--- src/rtl/trace_capture_unit_pkg.sv ---
// Shared definitions for the trace capture unit.
// Holds the FSM state encoding (as reported on the 'state' port), the bit
// positions of the per-entry sticky flags, and the stored entry width.
package trace_capture_unit_pkg;

  typedef enum logic [1:0] {
    TCU_IDLE  = 2'd0,
    TCU_ARMED = 2'd1,
    TCU_POST  = 2'd2,
    TCU_DONE  = 2'd3
  } tcu_state_t;

  // Flag field layout inside an entry and on rd_flags: {memwrite_seen, regwrite_seen}
  localparam int FLAG_REGWRITE = 0;
  localparam int FLAG_MEMWRITE = 1;
  localparam int FLAGS_W       = 2;

  // Entry = {pc, instr, flags}; ENTRY_W = WIDTH + INSTR_W + 2
  function automatic int tcu_entry_w(input int width, input int instr_w);
    return width + instr_w + FLAGS_W;
  endfunction

endpackage

--- src/rtl/trace_capture_unit_trace_ram.sv ---
// Trace storage: DEPTH x ENTRY_W array with one synchronous write port and
// one registered read port.
// Ports:
//   clk, reset    clock / asynchronous active-high reset (read register only)
//   we, waddr,    write enable, address and data
//   wdata
//   re, raddr     read enable and address; rdata updates one cycle after re
//   rdata         registered read data; holds its value while re is low
module trace_capture_unit_trace_ram #(
  parameter int DEPTH   = 16,
  parameter int ENTRY_W = 42
) (
  input  logic                     clk,
  input  logic                     reset,
  input  logic                     we,
  input  logic [$clog2(DEPTH)-1:0] waddr,
  input  logic [ENTRY_W-1:0]       wdata,
  input  logic                     re,
  input  logic [$clog2(DEPTH)-1:0] raddr,
  output logic [ENTRY_W-1:0]       rdata
);

  logic [ENTRY_W-1:0] mem [DEPTH];

  // Array contents carry no reset so the store maps onto block RAM.
  always_ff @(posedge clk) begin
    if (we) begin
      mem[waddr] <= wdata;
    end
  end

  // Output register is reset so the readout bus starts at zero.
  always_ff @(posedge clk or posedge reset) begin
    if (reset) begin
      rdata <= '0;
    end else if (re) begin
      rdata <= mem[raddr];
    end
  end

endmodule

--- src/rtl/trace_capture_unit.sv ---
// Debug trace buffer for the multicycle core.
// Records one {pc, instr, flags} entry per pcen cycle into a circular buffer
// while armed, triggers on enabled PC breakpoints, captures a post-trigger
// window, then halts the core and serves the trace oldest-first.
// Ports:
//   clk, reset          clock / asynchronous active-high reset
//   pcen, pcvalue,      core commit-side snoop inputs
//   instr, regwrite,
//   memwrite
//   arm                 pulse: clear buffer and start capture
//   bp_en, bp_addr      breakpoint enables and PCs (bp k at [k*WIDTH +: WIDTH])
//   rd_req              readout request (honoured in DONE only)
//   rd_valid, rd_pc,    readout entry, one cycle after rd_req
//   rd_instr, rd_flags
//   count, state,       status: entries held, FSM state, sticky trigger,
//   triggered, halt     and core halt (high while in DONE)
module trace_capture_unit
  import trace_capture_unit_pkg::*;
#(
  parameter int WIDTH     = 8,
  parameter int INSTR_W   = 32,
  parameter int DEPTH     = 16,
  parameter int POST_TRIG = 8,
  parameter int NUM_BP    = 2
) (
  input  logic                       clk,
  input  logic                       reset,
  input  logic                       pcen,
  input  logic [WIDTH-1:0]           pcvalue,
  input  logic [INSTR_W-1:0]         instr,
  input  logic                       regwrite,
  input  logic                       memwrite,
  input  logic                       arm,
  input  logic [NUM_BP-1:0]          bp_en,
  input  logic [NUM_BP*WIDTH-1:0]    bp_addr,
  input  logic                       rd_req,
  output logic                       rd_valid,
  output logic [WIDTH-1:0]           rd_pc,
  output logic [INSTR_W-1:0]         rd_instr,
  output logic [1:0]                 rd_flags,
  output logic [$clog2(DEPTH+1)-1:0] count,
  output logic [1:0]                 state,
  output logic                       triggered,
  output logic                       halt
);

  localparam int ENTRY_W  = tcu_entry_w(WIDTH, INSTR_W);
  localparam int AW       = $clog2(DEPTH);
  localparam int CW       = $clog2(DEPTH+1);
  // A post window longer than DEPTH-1 would push the trigger entry out.
  localparam int POST_MAX = (POST_TRIG > DEPTH-1) ? DEPTH-1 : POST_TRIG;

  tcu_state_t         fsm;
  logic [AW-1:0]      wr_ptr;
  logic [AW-1:0]      rd_ptr;
  logic [AW-1:0]      post_cnt;
  logic [1:0]         flags;
  logic [1:0]         flags_now;
  logic [NUM_BP-1:0]  bp_match;
  logic               bp_hit;
  logic               capture;
  logic               readout;
  logic               trigger;
  logic [ENTRY_W-1:0] wdata;
  logic [ENTRY_W-1:0] rdata;

  generate
    for (genvar gi = 0; gi < NUM_BP; gi++) begin : g_bp
      assign bp_match[gi] = bp_en[gi] && (pcvalue == bp_addr[gi*WIDTH +: WIDTH]);
    end
  endgenerate
  assign bp_hit = |bp_match;

  // Current-cycle strobes are folded in so a pulse on the pcen cycle is kept.
  always_comb begin
    flags_now = flags;
    flags_now[FLAG_REGWRITE] = flags[FLAG_REGWRITE] | regwrite;
    flags_now[FLAG_MEMWRITE] = flags[FLAG_MEMWRITE] | memwrite;
  end

  // arm wins over both a capture and a readout in the same cycle.
  assign capture = !arm && pcen && (fsm == TCU_ARMED || fsm == TCU_POST);
  assign readout = !arm && rd_req && (fsm == TCU_DONE) && (count != '0);
  assign trigger = capture && (fsm == TCU_ARMED) && bp_hit;
  assign wdata   = {pcvalue, instr, flags_now};

  trace_capture_unit_trace_ram #(
    .DEPTH   (DEPTH),
    .ENTRY_W (ENTRY_W)
  ) u_ram (
    .clk   (clk),
    .reset (reset),
    .we    (capture),
    .waddr (wr_ptr),
    .wdata (wdata),
    .re    (readout),
    .raddr (rd_ptr),
    .rdata (rdata)
  );

  assign rd_pc    = rdata[ENTRY_W-1 -: WIDTH];
  assign rd_instr = rdata[FLAGS_W +: INSTR_W];
  assign rd_flags = rdata[FLAGS_W-1:0];
  assign state    = fsm;

  always_ff @(posedge clk or posedge reset) begin
    if (reset) begin
      fsm       <= TCU_IDLE;
      wr_ptr    <= '0;
      rd_ptr    <= '0;
      count     <= '0;
      post_cnt  <= '0;
      flags     <= '0;
      triggered <= 1'b0;
      halt      <= 1'b0;
      rd_valid  <= 1'b0;
    end else begin
      rd_valid <= readout;
      if (arm) begin
        fsm       <= TCU_ARMED;
        wr_ptr    <= '0;
        rd_ptr    <= '0;
        count     <= '0;
        post_cnt  <= '0;
        flags     <= '0;
        triggered <= 1'b0;
        halt      <= 1'b0;
      end else begin
        flags <= capture ? 2'b00 : flags_now;
        // capture and readout never coincide: they live in different states.
        if (capture) begin
          wr_ptr <= wr_ptr + 1'b1;
          if (count == CW'(DEPTH)) begin
            rd_ptr <= rd_ptr + 1'b1;   // full: overwrite the oldest entry
          end else begin
            count <= count + 1'b1;
          end
        end
        if (readout) begin
          rd_ptr <= rd_ptr + 1'b1;
          count  <= count - 1'b1;
        end
        case (fsm)
          TCU_ARMED: begin
            if (trigger) begin
              triggered <= 1'b1;
              if (POST_MAX == 0) begin
                fsm  <= TCU_DONE;
                halt <= 1'b1;
              end else begin
                fsm      <= TCU_POST;
                post_cnt <= AW'(POST_MAX);
              end
            end
          end
          TCU_POST: begin
            if (capture) begin
              post_cnt <= post_cnt - 1'b1;
              if (post_cnt == AW'(1)) begin
                fsm  <= TCU_DONE;
                halt <= 1'b1;
              end
            end
          end
          default: ;
        endcase
      end
    end
  end

endmodule
--- config.mk ---
export PLATFORM = sky130hd
export DESIGN_NAME = trace_capture_unit
export DESIGN_NICKNAME = d
export VERILOG_FILES = /design/src/rtl/trace_capture_unit_pkg.sv /design/src/rtl/trace_capture_unit_trace_ram.sv /design/src/rtl/trace_capture_unit.sv
export SDC_FILE = /design/constraint.sdc
export NUM_CORES = 1
export LEC_CHECK = 0
export CORE_UTILIZATION = 51
export CTS_CLUSTER_DIAMETER = 120
export CTS_CLUSTER_SIZE = 25
export DETAILED_ROUTE_END_ITERATION = 6
export PLACE_DENSITY = 0.69
export SYNTH_ARGS = -nofsm -noshare
export SYNTH_HDL_FRONTEND = slang
export SYNTH_SLANG_ARGS = --single-unit
--- constraint.sdc ---
create_clock -name clk -period 3.8 [get_ports clk]
set_input_delay 0.76 -clock clk [delete_from_list [all_inputs] [get_ports clk]]
set_output_delay 0.76 -clock clk [all_outputs]
set_load 0.05 [all_outputs]
# Word-level counts from Yosys, hierarchy flattened
# Memory sizes are Yosys's and may differ from the RTL's. A register that Yosys moved wholly into a read port is not among the register bits.
# Index checks and enable logic that the tools add are counted.
[op_classes]
add_sub_neg = 5
n_eq_ne = 11
mux = 30
n_bitwise = 2
n_reduce_logical = 27
[ops]
columns = ["operator", "count"]
rows = [
  ["$mux W4", 9],
  ["$mux W5", 4],
  ["$eq A8 B8 Y1", 2],
  ["$mux W2", 6],
  ["$reduce_bool A2 Y1", 5],
  ["$logic_and A1 B1 Y1", 9],
  ["$mux W1", 9],
  ["$ne A3 B3 Y1 const B", 3],
  ["$reduce_bool A3 Y1", 3],
  ["$add A4 B1 Y4 const B", 2],
  ["$pmux W4 S2", 1],
  ["$reduce_and A2 Y1", 3],
  ["$reduce_and A3 Y1", 2],
  ["$add A5 B1 Y5 const B", 1],
  ["$eq A5 B5 Y1 const B", 1],
  ["$reduce_bool A5 Y1", 1],
  ["$sub A5 B1 Y5 const B", 1],
  ["$eq A2 B2 Y1 const B", 2],
  ["$eq A4 B1 Y1 const B", 1],
  ["$pmux W2 S2", 1],
  ["$reduce_and A4 Y1", 1],
  ["$sub A4 B1 Y4 const B", 1],
  ["$ne A3 B2 Y1 const B", 1],
  ["$eq A2 B1 Y1 const B", 1],
  ["other kinds (4)", 5],
]
[word_totals]
ff_bits = 24
mem_bits_rw = 672
inputBits = 65
output_inout_bits = 52
elab_cells = 85
n_memories = 1
[memory_table]
columns = ["name", "words", "word_bits", "read_ports", "rd_ports_with_merged_regs", "wr", "line", "text"]
rows = [
  ["u_ram.mem", 16, 42, 1, 1, 1, "trace_capture_unit_trace_ram.sv:23", "logic [ENTRY_W-1:0] mem [DEPTH];"],
]

# Longest topological paths before layout
# Gate-level depths: netlist of the first run.
[depth]
ltp_word = 8
mapped_depth = 12
ltp_nobuf = 10

# Modules after synthesis
# A second synthesis of the first run with hierarchy kept.
[unflattened]
cells_unflattened = 1321
hier_area_um2 = 28566.1
[by_module_without_submodules]
columns = ["module", "n_inst", "cells_each", "area_each_um2", "seq_area_each_um2"]
rows = [
  ["trace_capture_unit_trace_ram", 1, 1143, 26924.6, 21230.4],
  ["trace_capture_unit", 1, 178, 1641.6, 600.6],
]

# Least setup slack after synthesis of the first run
# Ideal clock, no wire load.
[synth_path]
kind = "register to register"
startpoint = "register fsm[0], in the netlist state[0]"
endpoint = "memory u_ram.mem[4][0], enable pin"
setup_ps = 404
arrival_ps = 2782
required_time_ps = 3396
slack_ps = 614
path_stages_with_launch = 9
n_path_buf = 1
synth_period_minus_slack_ps = 3186
cell_sequence = "dfrtp_1 > inv_1 > ha_1 > nand2b_1 > clkbuf_1 > nor2_1 > nand2_1 > nor2_1 > and2_1"
[synth_between]
elab_chain_len = 5
word_cells_on_any_way = 6
cone_classes = "eq/ne (2); mux (2); reduce/logical (2)"
[synth_lines]
columns = ["item", "line", "text"]
rows = [
  ["start: declaration", "trace_capture_unit.sv:53", "tcu_state_t fsm;"],
  ["start signal: assignment", "trace_capture_unit.sv:108", "fsm <= TCU_IDLE;"],
  ["start signal: assignment", "trace_capture_unit.sv:120", "fsm <= TCU_ARMED;"],
  ["start signal: assignment", "trace_capture_unit.sv:148", "fsm <= TCU_DONE;"],
  ["$eq A2 B1 Y1 / $eq A2 B2 Y1 (equally long branches)", "trace_capture_unit.sv:82", "assign capture = !arm && pcen && (fsm == TCU_ARMED || fsm == TCU_POST);"],
  ["$logic_or A1 B1 Y1 (*)", "trace_capture_unit.sv:82", ""],
  ["$logic_and A1 B1 Y1 (*)", "trace_capture_unit.sv:82", ""],
  ["$mux W1 (*)", "trace_capture_unit_trace_ram.sv:27", "if (we) begin"],
  ["$mux W1 (implied by the code) (*)", "trace_capture_unit_trace_ram.sv:28", "mem[waddr] <= wdata;"],
  ["end: declaration", "trace_capture_unit_trace_ram.sv:23", ""],
]
# Every way passes the cells marked *; elsewhere a longest branch is shown, timed or not.

# Worst setup path in the final report of the first run
[layout_path]
startpoint = "input pcvalue[7]"
endpoint = "register post_cnt[3]"
[layout_between]
elab_chain_len = 6
word_cells_on_any_way = 8
cone_classes = "eq/ne (3); reduce/logical (5)"
[layout_lines]
columns = ["item", "line", "text"]
rows = [
  ["start: declaration", "trace_capture_unit.sv:29", "input logic [WIDTH-1:0] pcvalue,"],
  ["$eq A8 B8 Y1", "trace_capture_unit.sv:69", "assign bp_match[gi] = bp_en[gi] && (pcvalue == bp_addr[gi*WIDTH +: WIDTH]);"],
  ["$logic_and A1 B1 Y1", "trace_capture_unit.sv:69", ""],
  ["$reduce_or A2 Y1 (*)", "trace_capture_unit.sv:72", "assign bp_hit = |bp_match;"],
  ["$logic_and A1 B1 Y1 (*)", "trace_capture_unit.sv:84", "assign trigger = capture && (fsm == TCU_ARMED) && bp_hit;"],
  ["$ne A3 B3 Y1 (no source line) (*)", "n/a", ""],
  ["$reduce_and A3 Y1 (no source line) (*)", "n/a", ""],
  ["end signal: assignment", "trace_capture_unit.sv:152", "post_cnt <= AW'(POST_MAX);"],
  ["end signal: assignment", "trace_capture_unit.sv:158", "post_cnt <= post_cnt - 1'b1;"],
  ["end: declaration", "trace_capture_unit.sv:56", "logic [AW-1:0] post_cnt;"],
]
# Marked as above.
# A chain may end at the register's enable or synchronous reset.

==> results.py, run 1 <==
metrics = {
    "setup_path": {
        "crit_arrival_ns": 3.24,
        "cp_cell_sequence": "clkdlybuf4s50_1 > xor2_1 > nor4_1 > a41o_1 > o21ai_1 > a2111oi_0",
        "slowest_delay_ns": 0.78,
        "end_kind": "flip-flop",
        "r2r_slack_ns": 1.04,
        "path_class": "in2reg",
        "cp-startpoint": "pcvalue[7]",
        "crit_required_ns": 4.26,
        "cp-start-kind": "input port",
        "crit_fanout": 18,
        "crit_end": "post_cnt[3]$_DFFE_PP0P_",
        "worstRegToRegCells": 4,
        "crit_slowest_cell": "clkdlybuf4s50_1",
        "r2r_end": "u_ram.rdata[31]$_DFFE_PP0P_",
        "r2r_start": "rd_ptr[2]$_DFFE_PP0P_",
    },
    "placed_design": {
        "dpl.hpwl_mm": 29.2,
        "placedInstanceArea_um2": 31000,
        "numPortBuffers": 116,
        "gp_congestion": 0.734,
    },
    "timing": {
        "rsz0062_at_grt": "no",
        "fmax_ghz": 0.359,
        "setup_viol": 0,
        "worst_pin_slew_ns": 1.03,
        "slew_violations": 0,
        "finalHoldViolations": 0,
        "fin_crit_sh_pct": 73.3,
        "finalCriticalPeriod_ns": 2.79,
        "finalSetupTns_ns": 0,
        "finalClockSkew_ns": 0.0251,
        "relSlewSlack_pct": 31.2,
    },
    "synthesis": {
        "seq_area_frac_synth_pct": 76.5,
        "syn_area_per_cell_um2": 23.3,
        "ys_warn_count": 0,
        "yosysTopAreaCellShare_pct": 70.7,
        "async_reset_ff_share_pct": 8.94,
        "synthCells": 1225,
        "synth_area_um2": 28500,
        "synth_edf_count": 672,
        "ys_ff_latch": 738,
        "synth_cell_types": 49,
        "dominantRegCellSynth": "edfxtp_1",
        "ys_top_cells_by_area": "edfxtp_1 71%, mux4_2 17%, dfrtp_1 5.8%, mux2_2 1.7%, ha_1 0.57%",
        "yosys.area.top_type": "edfxtp_1",
        "synth_nets": 1304,
    },
    "clocking": {
        "path_clk_slew_ns": 0.11,
        "cts_root_buffer": "clkbuf_16",
        "clk_latency_ns": 0.59,
        "cts_tree": "done",
        "post_cts_buffers": 0,
        "cts.sinks": 738,
        "ctsResizeCount": 0,
        "cts_buffers": 35,
        "htreeDepth": 2,
        "clk_path_buf_depth": 3,
        "ctsHoldBuffers": 0,
    },
    "final_layout": {
        "design_area_um2": 32000,
        "drive_gt1_share_pct": 26.0,
        "fillers": 3915,
        "multi_input_comb_area_um2": 6360,
        "final_cell_mix": "672 x edfxtp_1, 210 x mux4_2, 116 x clkdlybuf4s50_1",
        "layout.nets": 1442,
        "final_common_cell": "edfxtp_1",
        "area_delta_synth_final_pct": 12.3,
        "regArea_um2": 21800,
    },
    "pwr": {
        "leakage_uw": 0.0100,
        "finalPower_uw": 16800,
        "powerDensity_nw_per_um2": 523,
        "vdd_drop_max_mv": 0.389,
    },
    "die": {
        "die-area_um2": 56900,
        "io_pins": 117,
        "core_area_um2": 55200,
        "rows": 86,
        "dieHeight_um": 239,
        "die_x_um": 239,
        "start_util_pct": 51.7,
    },
    "routing": {
        "wirelength_mm": 58.4,
        "vias_per_cell": 5.96,
        "vias": 12750,
        "drtAntennaViolNets": 0,
        "dr.pass1.iters": 5,
        "post_drt_wl_per_cell_um": 27.3,
        "drc": 0,
        "initialDrtViolationCount": 1173,
    },
    "global_route": {
        "antenna_found_initial": 4,
        "grt_util_all_layers_pct": 21.2,
        "gr-total-overflow": 0,
        "grt_first_pass_wirelength_mm": 86.8,
        "grt_start_max_net_pins": 56,
        "grt_pass1_vias": 13326,
    },
    "status": {
        "status": "finished, final reports clean",
    },
    "flow_run": {
        "max-cap-violations": 0,
    },
    "hold_path": {
        "worstHoldPathType": "reg2reg",
    },
}
## per-layer routing
metal	share of wire [%]	up-vias	track usage [%]	routed length, µm
li1	-	5409	-	-
met1	43	6911	29.8	24800
met2	51	370	35.5	29600
met3	5.1	56	3.12	2960
met4	1.7	4	5.03	983
met5	0.039	-	0	23
## area by class of cell
class,instances,share of cell area (%)
flip-flops and latches,738,68.2
multi-input cells,414,19.8
repair buffers,159,5.65
clock buffers,62,3.18
well taps,748,2.92
inverters,15,0.180
clock inverters,1,0.0508
diodes,3,0.0234
## report_power, final
group	switching, µW	internal (µW)
registers	234	9150
logic	1670	1440
clock network	2410	1860
## metrics by stage
stage	setup WS (ns)	hold WS [ns]	util, %	instances
after floorplan	0.614	0.516	-	1225
after global placement	0.532	0.493	56.2	2074
after detailed placement	0.353	0.492	56.2	2074
after CTS	0.961	0.517	58.0	2137
after global routing	0.805	0.531	58.0	2139
final	1.01	0.514	58.1	2140
## cells by family after synthesis
logic type,synth area share (%)
flip-flops,76.5
buffers and inverters,1.27
AND/OR/NAND/NOR,1.66
XOR/XNOR,0.614
multiplexers,18.4
AO/OA/AOI/OAI,0.895
adder cells (fa/ha/maj),0.640
## sequential cells by signal, indices dropped and copies added (netlist names)
register	cells
u_ram.mem	672
u_ram.rdata	42
count	5
post_cnt	4
rd_ptr	4
wr_ptr	4
flags	2
state	2
halt	1
rd_valid	1
triggered	1
## cells in the mapped netlist (4+ instances only)
cell type  count
a21o_1         4
mux2_1         4
buf_6         10
buf_2         10
nand3_1        4
and3_1         4
nand4_1        5
inv_1         15
o21ai_0        5
buf_1          8
nor3_1         6
edfxtp_1     672
mux2_2        42
mux4_2       210
xor2_1        17
a21oi_1       15
clkbuf_1      30
dfrtp_1       66
ha_1          13
nor2_1        14
and2_1        18
nand2_1       12
## critical path, delay by kind of cell
family | cells | cell delay, ns
AOI/OAI and AO/OA | 3 | 0.83
xor gates and xnor gates | 1 | 0.29
buffers and inverters | 1 | 0.78
and+or+nand+nor | 1 | 0.57
## how the worst min path moves through the flow
stage	start	end	slack [ns]	cells past startpoint
floorplan	post_cnt[1]$_DFFE_PP0P_	post_cnt[1]$_DFFE_PP0P_	0.52	1
global placement	u_ram.rdata[2]$_DFFE_PP0P_	u_ram.rdata[2]$_DFFE_PP0P_	0.49	1
detailed placement	triggered$_DFFE_PP0P_	triggered$_DFFE_PP0P_	0.49	1
CTS	triggered$_DFFE_PP0P_	triggered$_DFFE_PP0P_	0.52	1
global route	u_ram.rdata[5]$_DFFE_PP0P_	u_ram.rdata[5]$_DFFE_PP0P_	0.53	1
finish	u_ram.rdata[38]$_DFFE_PP0P_	u_ram.rdata[38]$_DFFE_PP0P_	0.51	1
(Power assumes the default switching activity.)
==> run 2, diff against run 1 <==
==> constraint.sdc (replaced) <==
create_clock -name clk -period 2.6 [get_ports clk]
set_input_delay 0.52 -clock clk [delete_from_list [all_inputs] [get_ports clk]]
set_output_delay 0.52 -clock clk [all_outputs]
set_load 0.05 [all_outputs]
==> run 2 against run 1 <==
Design area increased by 2.6%. Clock power up 45%. Power rose by 47%. Flip-flop and latch count did not move. Sequential power up 46%. Critical endpoint is now state[1]. Largest cell class unchanged.
==> results.py, run 2 (synthesis gave the netlist of run 1 again) <==
metrics = {
    "die": {
        "core_area_um2": 55200,
        "die_x_um": 239,
        "die-area_um2": 56900,
        "rows": 86,
        "start_util_pct": 51.7,
        "dieHeight_um": 239,
        "io_pins": 117,
    },
    "timing": {
        "fin_crit_sh_pct": 93.0,
        "finalCriticalPeriod_ns": 2.42,
        "slew_violations": 0,
        "rsz0062_at_grt": "no",
        "relSlewSlack_pct": 57.6,
        "fmax_ghz": 0.414,
        "worst_pin_slew_ns": 0.636,
        "finalClockSkew_ns": 0.0160,
        "finalHoldViolations": 0,
        "setup_viol": 0,
    },
    "pwr": {
        "finalPower_uw": 24700,
        "vdd_drop_max_mv": 0.573,
        "leakage_uw": 0.0104,
        "powerDensity_nw_per_um2": 750,
    },
    "hold_path": {
        "worstHoldPathType": "in2async",
    },
    "clocking": {
        "clk_latency_ns": 0.58,
        "htreeDepth": 2,
        "clk_path_buf_depth": 3,
        "cts.sinks": 738,
        "ctsHoldBuffers": 0,
        "ctsResizeCount": 0,
        "post_cts_buffers": 0,
        "path_clk_slew_ns": 0.09,
        "cts_root_buffer": "clkbuf_16",
        "cts_buffers": 35,
        "cts_tree": "done",
    },
    "routing": {
        "drtAntennaViolNets": 0,
        "initialDrtViolationCount": 1268,
        "wirelength_mm": 59.5,
        "drc": 0,
        "dr.pass1.iters": 5,
        "vias": 13017,
        "vias_per_cell": 5.93,
        "post_drt_wl_per_cell_um": 27.1,
    },
    "setup_path": {
        "cp-start-kind": "flip-flop",
        "path_class": "reg2out",
        "end_kind": "output pin",
        "r2r_slack_ns": 0.21,
        "crit_arrival_ns": 1.90,
        "crit_required_ns": 2.08,
        "worstRegToRegCells": 7,
        "crit_fanout": 3,
    },
    "final_layout": {
        "utilization_pct": 59.6,
        "max_flop_register": "u_ram.mem",
        "largest_reg_flops": 672,
        "final_common_cell": "edfxtp_1",
        "drive_gt1_share_pct": 29.4,
        "stdcell_count": 2194,
        "layout.nets": 1497,
        "final_cell_mix": "672 x edfxtp_1, 210 x mux4_2, 116 x clkdlybuf4s50_1",
        "design_area_um2": 32900,
        "area_delta_synth_final_pct": 15.3,
        "largestRegisters": "u_ram.mem: 672 flops, u_ram.rdata: 42 flops, count: 5 flops",
    },
    "placed_design": {
        "placedInstanceArea_um2": 31800,
        "dpl.hpwl_mm": 35.2,
        "numPortBuffers": 116,
        "dp.cells": 2129,
        "gp_congestion": 0.781,
    },
    "global_route": {
        "grt_start_max_net_pins": 67,
        "antenna_found_initial": 4,
        "grt_util_all_layers_pct": 21.7,
        "grt_first_pass_wirelength_mm": 88.9,
        "grt_pass1_vias": 13602,
        "gr-total-overflow": 0,
    },
    "status": {
        "status": "finished, final reports clean",
    },
    "flow_run": {
        "max-cap-violations": 0,
    },
}
## run 2: changes by cell type in the layout (fill, tap and decap cells not counted)
cell	previous run	this run
buf_12	26	59
a21oi_2	0	1
dfrtp_2	1	7
clkinv_8	1	0
clkbuf_1	25	24
dfrtp_1	62	56
nor4_4	0	1
nor4_2	1	0
clkinv_4	0	2
a21oi_1	15	14
buf_4	17	39
diode_2	3	2
## run 2: per-layer routing
layer / up-vias / global-route usage (%) / wire, µm
met3: 56 / 3.74 / 3270
met2: 403 / 35.5 / 29900
met5: - / 0 / 18
met4: 4 / 4.49 / 891
li1: 5509 / - / -
met1: 7045 / 31.1 / 25500
## run 2: worst paths after layout
check | from | endpoint
max | state[1]$_DFFE_PP0P_ | state[1]
min | reset | u_ram.rdata[11]$_DFFE_PP0P_
max reg2reg | state[1]$_DFFE_PP0P_ | post_cnt[3]$_DFFE_PP0P_
min reg2reg | triggered$_DFFE_PP0P_ | triggered$_DFFE_PP0P_
max in group asynchronous | reset | rd_ptr[1]$_DFFE_PP0P_
min in group clk | triggered$_DFFE_PP0P_ | triggered$_DFFE_PP0P_
## run 2: through the flow
step                      TNS, ns  hold slack, ns  setup slack (ns)
after floorplan                 0           0.516           0.00321
after global placement    -0.0948           0.476           -0.0489
after detailed placement  -0.0837           0.493           -0.0517
after CTS                       0           0.344             0.112
after global routing            0           0.364            0.0159
final                           0           0.353             0.183
## run 2: final cells by class
class / instances / area, µm²
clock buffers: 61 / 1020
well taps: 748 / 936
diodes: 2 / 5.00
inverters: 15 / 57.6
repair buffers: 214 / 2640
fillers: 3848 / 22300
clock inverters: 2 / 17.5
multi-input cells: 414 / 6370
flip-flops and latches: 738 / 21900
## run 2: worst max-delay path, cell delays in order (launching register included)
cell and delay [ns]:
dfrtp_2 0.40, buf_4 0.13, clkdlybuf4s50_1 0.79
## run 2: where the power goes
| group | switching, µW | total (µW) | internal [µW] | leakage [µW] |
|---|---|---|---|---|
| registers | 296 | 13700 | 13400 | 0.00690 |
| logic | 2560 | 4790 | 2240 | 0.00300 |
| clock network | 3480 | 6190 | 2710 | 0.000493 |
